[config.mk]
export PLATFORM = sky130hd
export DESIGN_NAME = n64_apb_regs
export DESIGN_NICKNAME = d
export VERILOG_FILES = /design/src/rtl/n64_apb_pkg.sv /design/src/rtl/n64_sample_fifo.sv /design/src/rtl/n64_apb_regs.sv
export SDC_FILE = /design/constraint.sdc
export NUM_CORES = 1
export LEC_CHECK = 0
export ABC_AREA = 1
export BUFFER_PORTS_ARGS = -buffer_cell sky130_fd_sc_hd__buf_2
export CAP_MARGIN = 20
export CORE_AREA = 5 5 133 135
export CTS_CLUSTER_DIAMETER = 150
export DETAILED_ROUTE_END_ITERATION = 7
export DIE_AREA = 0 0 138 140
export PLACE_DENSITY = 0.7
export SYNTH_ARGS = -nofsm -noshare
export SYNTH_HDL_FRONTEND = slang
export SYNTH_HIERARCHICAL = 1
export SYNTH_SLANG_ARGS = --single-unit
[constraint.sdc]
create_clock -name PCLK -period 10 [get_ports PCLK]
set_clock_uncertainty 0.2 [all_clocks]
set_input_delay 0 -clock PCLK [delete_from_list [all_inputs] [get_ports PCLK]]
set_output_delay 0 -clock PCLK [all_outputs]
set_load 0.01 [all_outputs]
[src/rtl/n64_apb_pkg.sv]
// Shared definitions for the N64 controller APB register block.
// Holds the register index map (PADDR[4:2]), field bit positions and the
// APB access state enumeration used by the responder FSM.
package n64_apb_pkg;

    // Register index as seen on PADDR[4:2]
    localparam logic [2:0] REG_CTRL     = 3'd0;
    localparam logic [2:0] REG_STATUS   = 3'd1;
    localparam logic [2:0] REG_DATA     = 3'd2;
    localparam logic [2:0] REG_POLL_DIV = 3'd3;

    // CTRL fields
    localparam int CTRL_ENABLE_BIT = 0;
    localparam int CTRL_IRQ_EN_BIT = 1;
    localparam int CTRL_FLUSH_BIT  = 2;

    // STATUS fields
    localparam int STAT_EMPTY_BIT = 0;
    localparam int STAT_FULL_BIT  = 1;
    localparam int STAT_OVF_BIT   = 2;
    localparam int STAT_COUNT_LSB = 4;

    // APB responder access states
    typedef enum logic [1:0] {
        S_IDLE   = 2'd0,
        S_ACCESS = 2'd1,
        S_WAIT   = 2'd2
    } apb_state_e;

endpackage

[src/rtl/n64_sample_fifo.sv]
// Sample FIFO for controller samples pushed from fabric logic.
// Ports:
//   clk, rst_n        clock, asynchronous active-low reset
//   push, wdata       write request and data (ignored when full unless popping)
//   pop               remove head (ignored when empty)
//   flush             empty the FIFO; overrides push and pop in the same cycle
//   empty, full       occupancy flags
//   count             number of stored entries (0..DEPTH)
//   head              data at the read pointer, valid while !empty
module n64_sample_fifo
    import n64_apb_pkg::*;
#(
    parameter int DEPTH = 4,
    parameter int W     = 32
) (
    input  logic                     clk,
    input  logic                     rst_n,
    input  logic                     push,
    input  logic [W-1:0]             wdata,
    input  logic                     pop,
    input  logic                     flush,
    output logic                     empty,
    output logic                     full,
    output logic [$clog2(DEPTH):0]   count,
    output logic [W-1:0]             head
);

    localparam int AW = $clog2(DEPTH);
    localparam int CW = AW + 1;

    logic [W-1:0]  mem_q [DEPTH];
    logic [AW-1:0] wr_ptr_q, wr_ptr_d;
    logic [AW-1:0] rd_ptr_q, rd_ptr_d;
    logic [CW-1:0] count_q, count_d;
    logic          do_push, do_pop;

    assign empty = (count_q == '0);
    assign full  = (count_q == CW'(DEPTH));
    assign count = count_q;
    assign head  = mem_q[rd_ptr_q];

    always_comb begin
        do_pop   = pop && !empty && !flush;
        // A pop in the same cycle frees the slot a full FIFO needs for the push.
        do_push  = push && !flush && (!full || do_pop);
        wr_ptr_d = wr_ptr_q;
        rd_ptr_d = rd_ptr_q;
        count_d  = count_q;
        if (flush) begin
            wr_ptr_d = '0;
            rd_ptr_d = '0;
            count_d  = '0;
        end else begin
            if (do_push) wr_ptr_d = wr_ptr_q + AW'(1);
            if (do_pop)  rd_ptr_d = rd_ptr_q + AW'(1);
            count_d = count_q + CW'(do_push) - CW'(do_pop);
        end
    end

    always_ff @(posedge clk or negedge rst_n) begin
        if (!rst_n) begin
            wr_ptr_q <= '0;
            rd_ptr_q <= '0;
            count_q  <= '0;
        end else begin
            wr_ptr_q <= wr_ptr_d;
            rd_ptr_q <= rd_ptr_d;
            count_q  <= count_d;
        end
    end

    // Storage is not reset; only pointers and count define validity.
    always_ff @(posedge clk) begin
        if (do_push) mem_q[wr_ptr_q] <= wdata;
    end

endmodule

[src/rtl/n64_apb_regs.sv]
// APB3 responder exposing the N64 controller sample path to the MSS.
// Registers (PADDR[4:2]): CTRL (RW), STATUS (RO + W1C overflow),
// DATA (RO, pops the sample FIFO, one wait state), POLL_DIV (RW).
// Ports:
//   PCLK, PRESETn                 clock, asynchronous active-low reset
//   PSEL/PENABLE/PWRITE/PADDR/PWDATA   APB3 request
//   PRDATA/PREADY/PSLVERR         APB3 response (valid only while PREADY=1)
//   sample_valid, sample_data     one-cycle sample push from fabric
//   poll_tick                     one-cycle poll request pulse
//   irq                           level interrupt to FABINT
//   dbg_state                     current access FSM state
//
// Handshake: a transfer is a setup cycle (PSEL & !PENABLE) followed by an
// access phase; the transfer completes on the rising edge where
// PSEL & PENABLE & PREADY. Writes commit and DATA pops happen only on that
// completing edge; PRDATA/PSLVERR are zero whenever PREADY is low.
module n64_apb_regs
    import n64_apb_pkg::*;
#(
    parameter int FIFO_DEPTH = 4,
    parameter int ADDR_W     = 8
) (
    input  logic              PCLK,
    input  logic              PRESETn,
    input  logic              PSEL,
    input  logic              PENABLE,
    input  logic              PWRITE,
    input  logic [ADDR_W-1:0] PADDR,
    input  logic [31:0]       PWDATA,
    output logic [31:0]       PRDATA,
    output logic              PREADY,
    output logic              PSLVERR,
    input  logic              sample_valid,
    input  logic [31:0]       sample_data,
    output logic              poll_tick,
    output logic              irq,
    output apb_state_e        dbg_state
);

    localparam int CW = $clog2(FIFO_DEPTH) + 1;

    apb_state_e    state_q, state_d;
    logic          enable_q, enable_d;
    logic          irq_en_q, irq_en_d;
    logic          ovf_q, ovf_d;
    logic          irq_q, irq_d;
    logic          poll_tick_q, poll_tick_d;
    logic [15:0]   period_q, period_d;
    logic [15:0]   poll_cnt_q, poll_cnt_d;

    logic [2:0]    reg_idx;
    logic          mapped, is_data;
    logic          wr_done, pop_req;
    logic          ctrl_wr, status_wr, poll_wr, flush, push_req, ovf_set;
    logic [31:0]   rd_mux, status_word;

    logic          fifo_empty, fifo_full;
    logic [CW-1:0] fifo_count;
    logic [31:0]   fifo_head;

    logic          unused_bits;
    assign unused_bits = ^{PADDR[1:0], PWDATA[31:16]};

    assign reg_idx = PADDR[4:2];
    assign mapped  = (PADDR[ADDR_W-1:5] == '0) && !reg_idx[2];
    assign is_data = mapped && (reg_idx == REG_DATA);

    assign status_word = {23'd0, 5'(fifo_count), 1'b0, ovf_q, fifo_full, fifo_empty};

    always_comb begin
        rd_mux = '0;
        case (reg_idx)
            REG_CTRL:     rd_mux = {29'd0, 1'b0, irq_en_q, enable_q};
            REG_STATUS:   rd_mux = status_word;
            REG_POLL_DIV: rd_mux = {16'd0, period_q};
            default:      rd_mux = '0;
        endcase
    end

    // Access FSM. DATA reads take one extra cycle so the pop and the returned
    // head are both decided in the WAIT cycle; everything else is zero-wait.
    always_comb begin
        state_d = state_q;
        PREADY  = 1'b0;
        PSLVERR = 1'b0;
        PRDATA  = '0;
        wr_done = 1'b0;
        pop_req = 1'b0;
        case (state_q)
            S_IDLE: begin
                if (PSEL && !PENABLE) state_d = S_ACCESS;
            end
            S_ACCESS: begin
                if (PSEL && PENABLE) begin
                    if (is_data && !PWRITE) begin
                        state_d = S_WAIT;
                    end else begin
                        state_d = S_IDLE;
                        PREADY  = 1'b1;
                        if (!mapped || is_data) PSLVERR = 1'b1;
                        else if (PWRITE)        wr_done = 1'b1;
                        else                    PRDATA  = rd_mux;
                    end
                end else begin
                    state_d = S_IDLE;
                end
            end
            S_WAIT: begin
                state_d = S_IDLE;
                PREADY  = 1'b1;
                if (fifo_empty) begin
                    PSLVERR = 1'b1;
                end else begin
                    pop_req = 1'b1;
                    PRDATA  = fifo_head;
                end
            end
            default: state_d = S_IDLE;
        endcase
    end

    assign ctrl_wr   = wr_done && (reg_idx == REG_CTRL);
    assign status_wr = wr_done && (reg_idx == REG_STATUS);
    assign poll_wr   = wr_done && (reg_idx == REG_POLL_DIV);
    assign flush     = ctrl_wr && PWDATA[CTRL_FLUSH_BIT];
    assign push_req  = sample_valid && enable_q;
    // A push is lost only when full with no pop; a flush drops it silently.
    assign ovf_set   = push_req && fifo_full && !pop_req && !flush;

    always_comb begin
        enable_d    = ctrl_wr ? PWDATA[CTRL_ENABLE_BIT] : enable_q;
        irq_en_d    = ctrl_wr ? PWDATA[CTRL_IRQ_EN_BIT] : irq_en_q;
        period_d    = poll_wr ? PWDATA[15:0] : period_q;
        ovf_d       = ovf_q;
        if (status_wr && PWDATA[STAT_OVF_BIT]) ovf_d = 1'b0;
        if (ovf_set) ovf_d = 1'b1;   // a new overflow wins over a clear

        poll_tick_d = 1'b0;
        poll_cnt_d  = poll_cnt_q;
        if (!enable_q || poll_wr || (ctrl_wr && !PWDATA[CTRL_ENABLE_BIT]) || period_q == '0) begin
            poll_cnt_d = '0;
        end else if (poll_cnt_q == period_q) begin
            poll_cnt_d  = '0;
            poll_tick_d = 1'b1;
        end else begin
            poll_cnt_d = poll_cnt_q + 16'd1;
        end

        irq_d = irq_en_q && (!fifo_empty || ovf_q);
    end

    always_ff @(posedge PCLK or negedge PRESETn) begin
        if (!PRESETn) begin
            state_q     <= S_IDLE;
            enable_q    <= 1'b0;
            irq_en_q    <= 1'b0;
            ovf_q       <= 1'b0;
            irq_q       <= 1'b0;
            poll_tick_q <= 1'b0;
            period_q    <= '0;
            poll_cnt_q  <= '0;
        end else begin
            state_q     <= state_d;
            enable_q    <= enable_d;
            irq_en_q    <= irq_en_d;
            ovf_q       <= ovf_d;
            irq_q       <= irq_d;
            poll_tick_q <= poll_tick_d;
            period_q    <= period_d;
            poll_cnt_q  <= poll_cnt_d;
        end
    end

    assign irq       = irq_q;
    assign poll_tick = poll_tick_q;
    assign dbg_state = state_q;

    n64_sample_fifo #(
        .DEPTH (FIFO_DEPTH),
        .W     (32)
    ) u_fifo (
        .clk   (PCLK),
        .rst_n (PRESETn),
        .push  (push_req),
        .wdata (sample_data),
        .pop   (pop_req),
        .flush (flush),
        .empty (fifo_empty),
        .full  (fifo_full),
        .count (fifo_count),
        .head  (fifo_head)
    );

endmodule

==> metrics.txt <==
status=complete, no violations; clock buffer depth=2; CP Class=in -> reg; Initial DRT Pass Iterations=5; Max Fclk=256 MHz; Area contributors post-synth=edfxtp_1 (48%), dfrtp_1 (14%), nor2_1 (8.0%), nand2_1 (6.8%), inv_1 (3.9%); drt total wl=18,500 µm; CP max stage delay=700 ps; wire length on met3=818 µm; crit share post-route=39.1%; CP Launch Type=input pin; PnR Total Power=0.00194 W; max_slew headroom=43.2%; # diodes=0; CP Data Required Time=9910 ps; # IOs=116; Post-DP HPWL=11,700 µm; final worst path period need=3910 ps; RSZ-0062 raised after global routing=false; Syn Inst Count=817; pin count of the biggest net entering global routing=69; initial antenna violation count=0; fin util=60.3%; Slew Limit Fails=0; arrival time at the worst endpoint=3820 ps; post-synth top area cell=edfxtp_1; final hold violation count=0; first-pass GRT wire length=30,400 µm; grt total ovfl=0; ratio of cells with drive above 1 in the final layout=16.7%; starting density of the core=49.0%; total net switching power=0.000572 W; # rows=47; switching share of power=29.6%; CTS tree=yes; crit path buf inv count=6; Starting DRT DRC Count=393; # nets final=1,065; MaxCap Viol Count=0; Internal=0.00136 W; Top Layer Used=met4; Worst path top cell family by delay=buffers and inverters; All-Layer GR Usage=19.6%; Die W=138 µm; Cell Pwr Density=196 mW/mm²; area growth from synthesis to layout=23.0%; Syn Std Cell Area=0.00802 mm²; vias in the first global route=6,037; average size of a mapped cell=9.81 µm²; Fin Hold WS=2.18 ps; Detail Route Antenna Nets=0; Setup TNS=0 ps; WL met2=9210 µm; Clk pwr share=32.0%; routed metal-1 wirelength=7990 µm; worst-skew pair later-pin latency=420 ps; TritonCTS Buffers=17; VDD IR max=0.152 mV; Comb power frac=17.6%; Leak=4.22 nW; most frequent cells in the layout=nor2_1 (166), nand2_1 (145), edfxtp_1 (128); worst min-delay path category=in -> async; gpl congestion=0.870; Register-to-Register Setup Slack=6720 ps; Synth Register Bits=174; drt drc=0; sequential fraction of the synthesis area=62.3%; dpl cell area=0.00864 mm²; Clock transition at path regs=70 ps; most common cell after layout, fill and taps aside=nor2_1; critical path's slowest cell=nor2_2; core box area=0.0163 mm²; sequential share of power=50.4%; via count=6,143; Die Area=0.0193 mm²; design area=0.00986 mm²; worst slew pin tran=851 ps; Avg WL per Cell=15.3 µm; Die Y=140 µm; CTS Sinks=174; final setup violation count=0; Via density=5.08; H-tree depth=4; Cell variety after synth=30; critical path fanouts, max=18; PortBufs=97; CTS Root Cell=clkbuf_16; Yosys warning total=6; syn_nets=905; crit-path cells=dlygate4sd3_1 -> buf_2 -> nor2_1 -> dlygate4sd3_1 -> nand3_1 -> dlygate4sd3_1 -> inv_2 -> nand3_1 -> nor2_1 -> nor2_1 -> nand2_1 -> nor2_2 -> buf_4; top-area cell type share of the netlist area=47.9%; CP endpoint kind=register
[state kept, by name, summed over array words and instances (netlist names), 2 cells and up]
register         cells
dbg_state            2
period_q            16
poll_cnt_q          16
u_fifo/count         3
u_fifo/mem_q       128
u_fifo/rd_ptr_q      2
u_fifo/wr_ptr_q      2
[power by group through the flow]
stage          combinational [W]  sequential [W]  clock, W
2_1_floorplan           0.000222        0.000979         0
3_3_place_gp            0.000309        0.000987         0
3_5_place_dp            0.000316        0.000989         0
4_1_cts                 0.000342        0.000975  0.000631
5_1_grt                 0.000391        0.000987  0.000658
6_report                0.000340        0.000976  0.000620
[cells by family after synthesis]
| family | count (synthesis) | synth area share, % |
|---|---|---|
| simple gates | 359 | 18.2 |
| fa+ha+maj | 10 | 1.65 |
| buf+inv | 119 | 6.73 |
| flops | 174 | 62.3 |
| compound gates | 146 | 10.1 |
| xor+xnor | 9 | 0.983 |
[what timing repair did]
action | CTS | global route
buffers inserted | 0 | 0
resized for setup | 0 | 0
hold buffers | 65 | 0
endpoints found under the hold margin | 199 | 0
[routing by layer]
layer	GRT usage (%)	up-vias
li1	-	3042
met4	7.90	0
met2	33.5	160
met1	24.5	2904
met5	0	-
met3	3.99	37
[worst register-to-register path: cells and delay by family (launching register included)]
family,cells,cell delay [ps]
buffers and inverters,2,510
DFF,1,360
adders and majority gates,1,180
and+or+nand+nor,7,1710
[path summary, 6_finish.rpt]
check / startpoint / to / cells after the start
worst min-delay path: PRESETn / irq / 3
worst max register to register: dbg_state[1] / u_fifo/mem_q[2][3] / 10
max in group asynchronous: PRESETn / u_fifo/rd_ptr_q[0] / 3
worst min register to register: irq_en_q / irq_en_q / 2
worst max-delay path: PADDR[7] / u_fifo/mem_q[2][3] / 13
min in group PCLK: sample_data[21] / u_fifo/mem_q[0][21] / 2
[layout make-up]
class / count / area (µm²)
well taps: 220 / 275
repair buffers: 170 / 1210
clock inverters: 13 / 119
multi-input cells: 524 / 2490
clock buffers: 18 / 429
flip-flops and latches: 174 / 5000
inverters: 90 / 338
fillers: 1376 / 6490
[synthesized netlist by cell type]
cell,n
a21oi_1,19
a22oi_1,3
buf_2,11
buf_4,8
buf_6,6
clkbuf_1,1
clkbuf_2,3
dfrtp_1,46
edfxtp_1,128
fa_1,1
ha_1,9
inv_1,84
inv_2,6
nand2_1,145
nand2_2,4
nand3_1,24
nand3_4,2
nand4_1,5
nand4_2,1
nor2_1,170
nor2_2,3
nor3_1,2
nor3_2,2
o21a_1,2
o21ai_0,60
o21ai_1,22
o21ai_2,7
o22ai_1,33
or2_2,1
xor2_1,9
[metrics by stage]
stage	cells	setup slack, ps
after floorplan	817	6630
final	1209	6090
after global placement	1112	6800
after global routing	1209	5840
after CTS	1208	6080
after detailed placement	1112	6740
(Power assumes the default switching activity.)
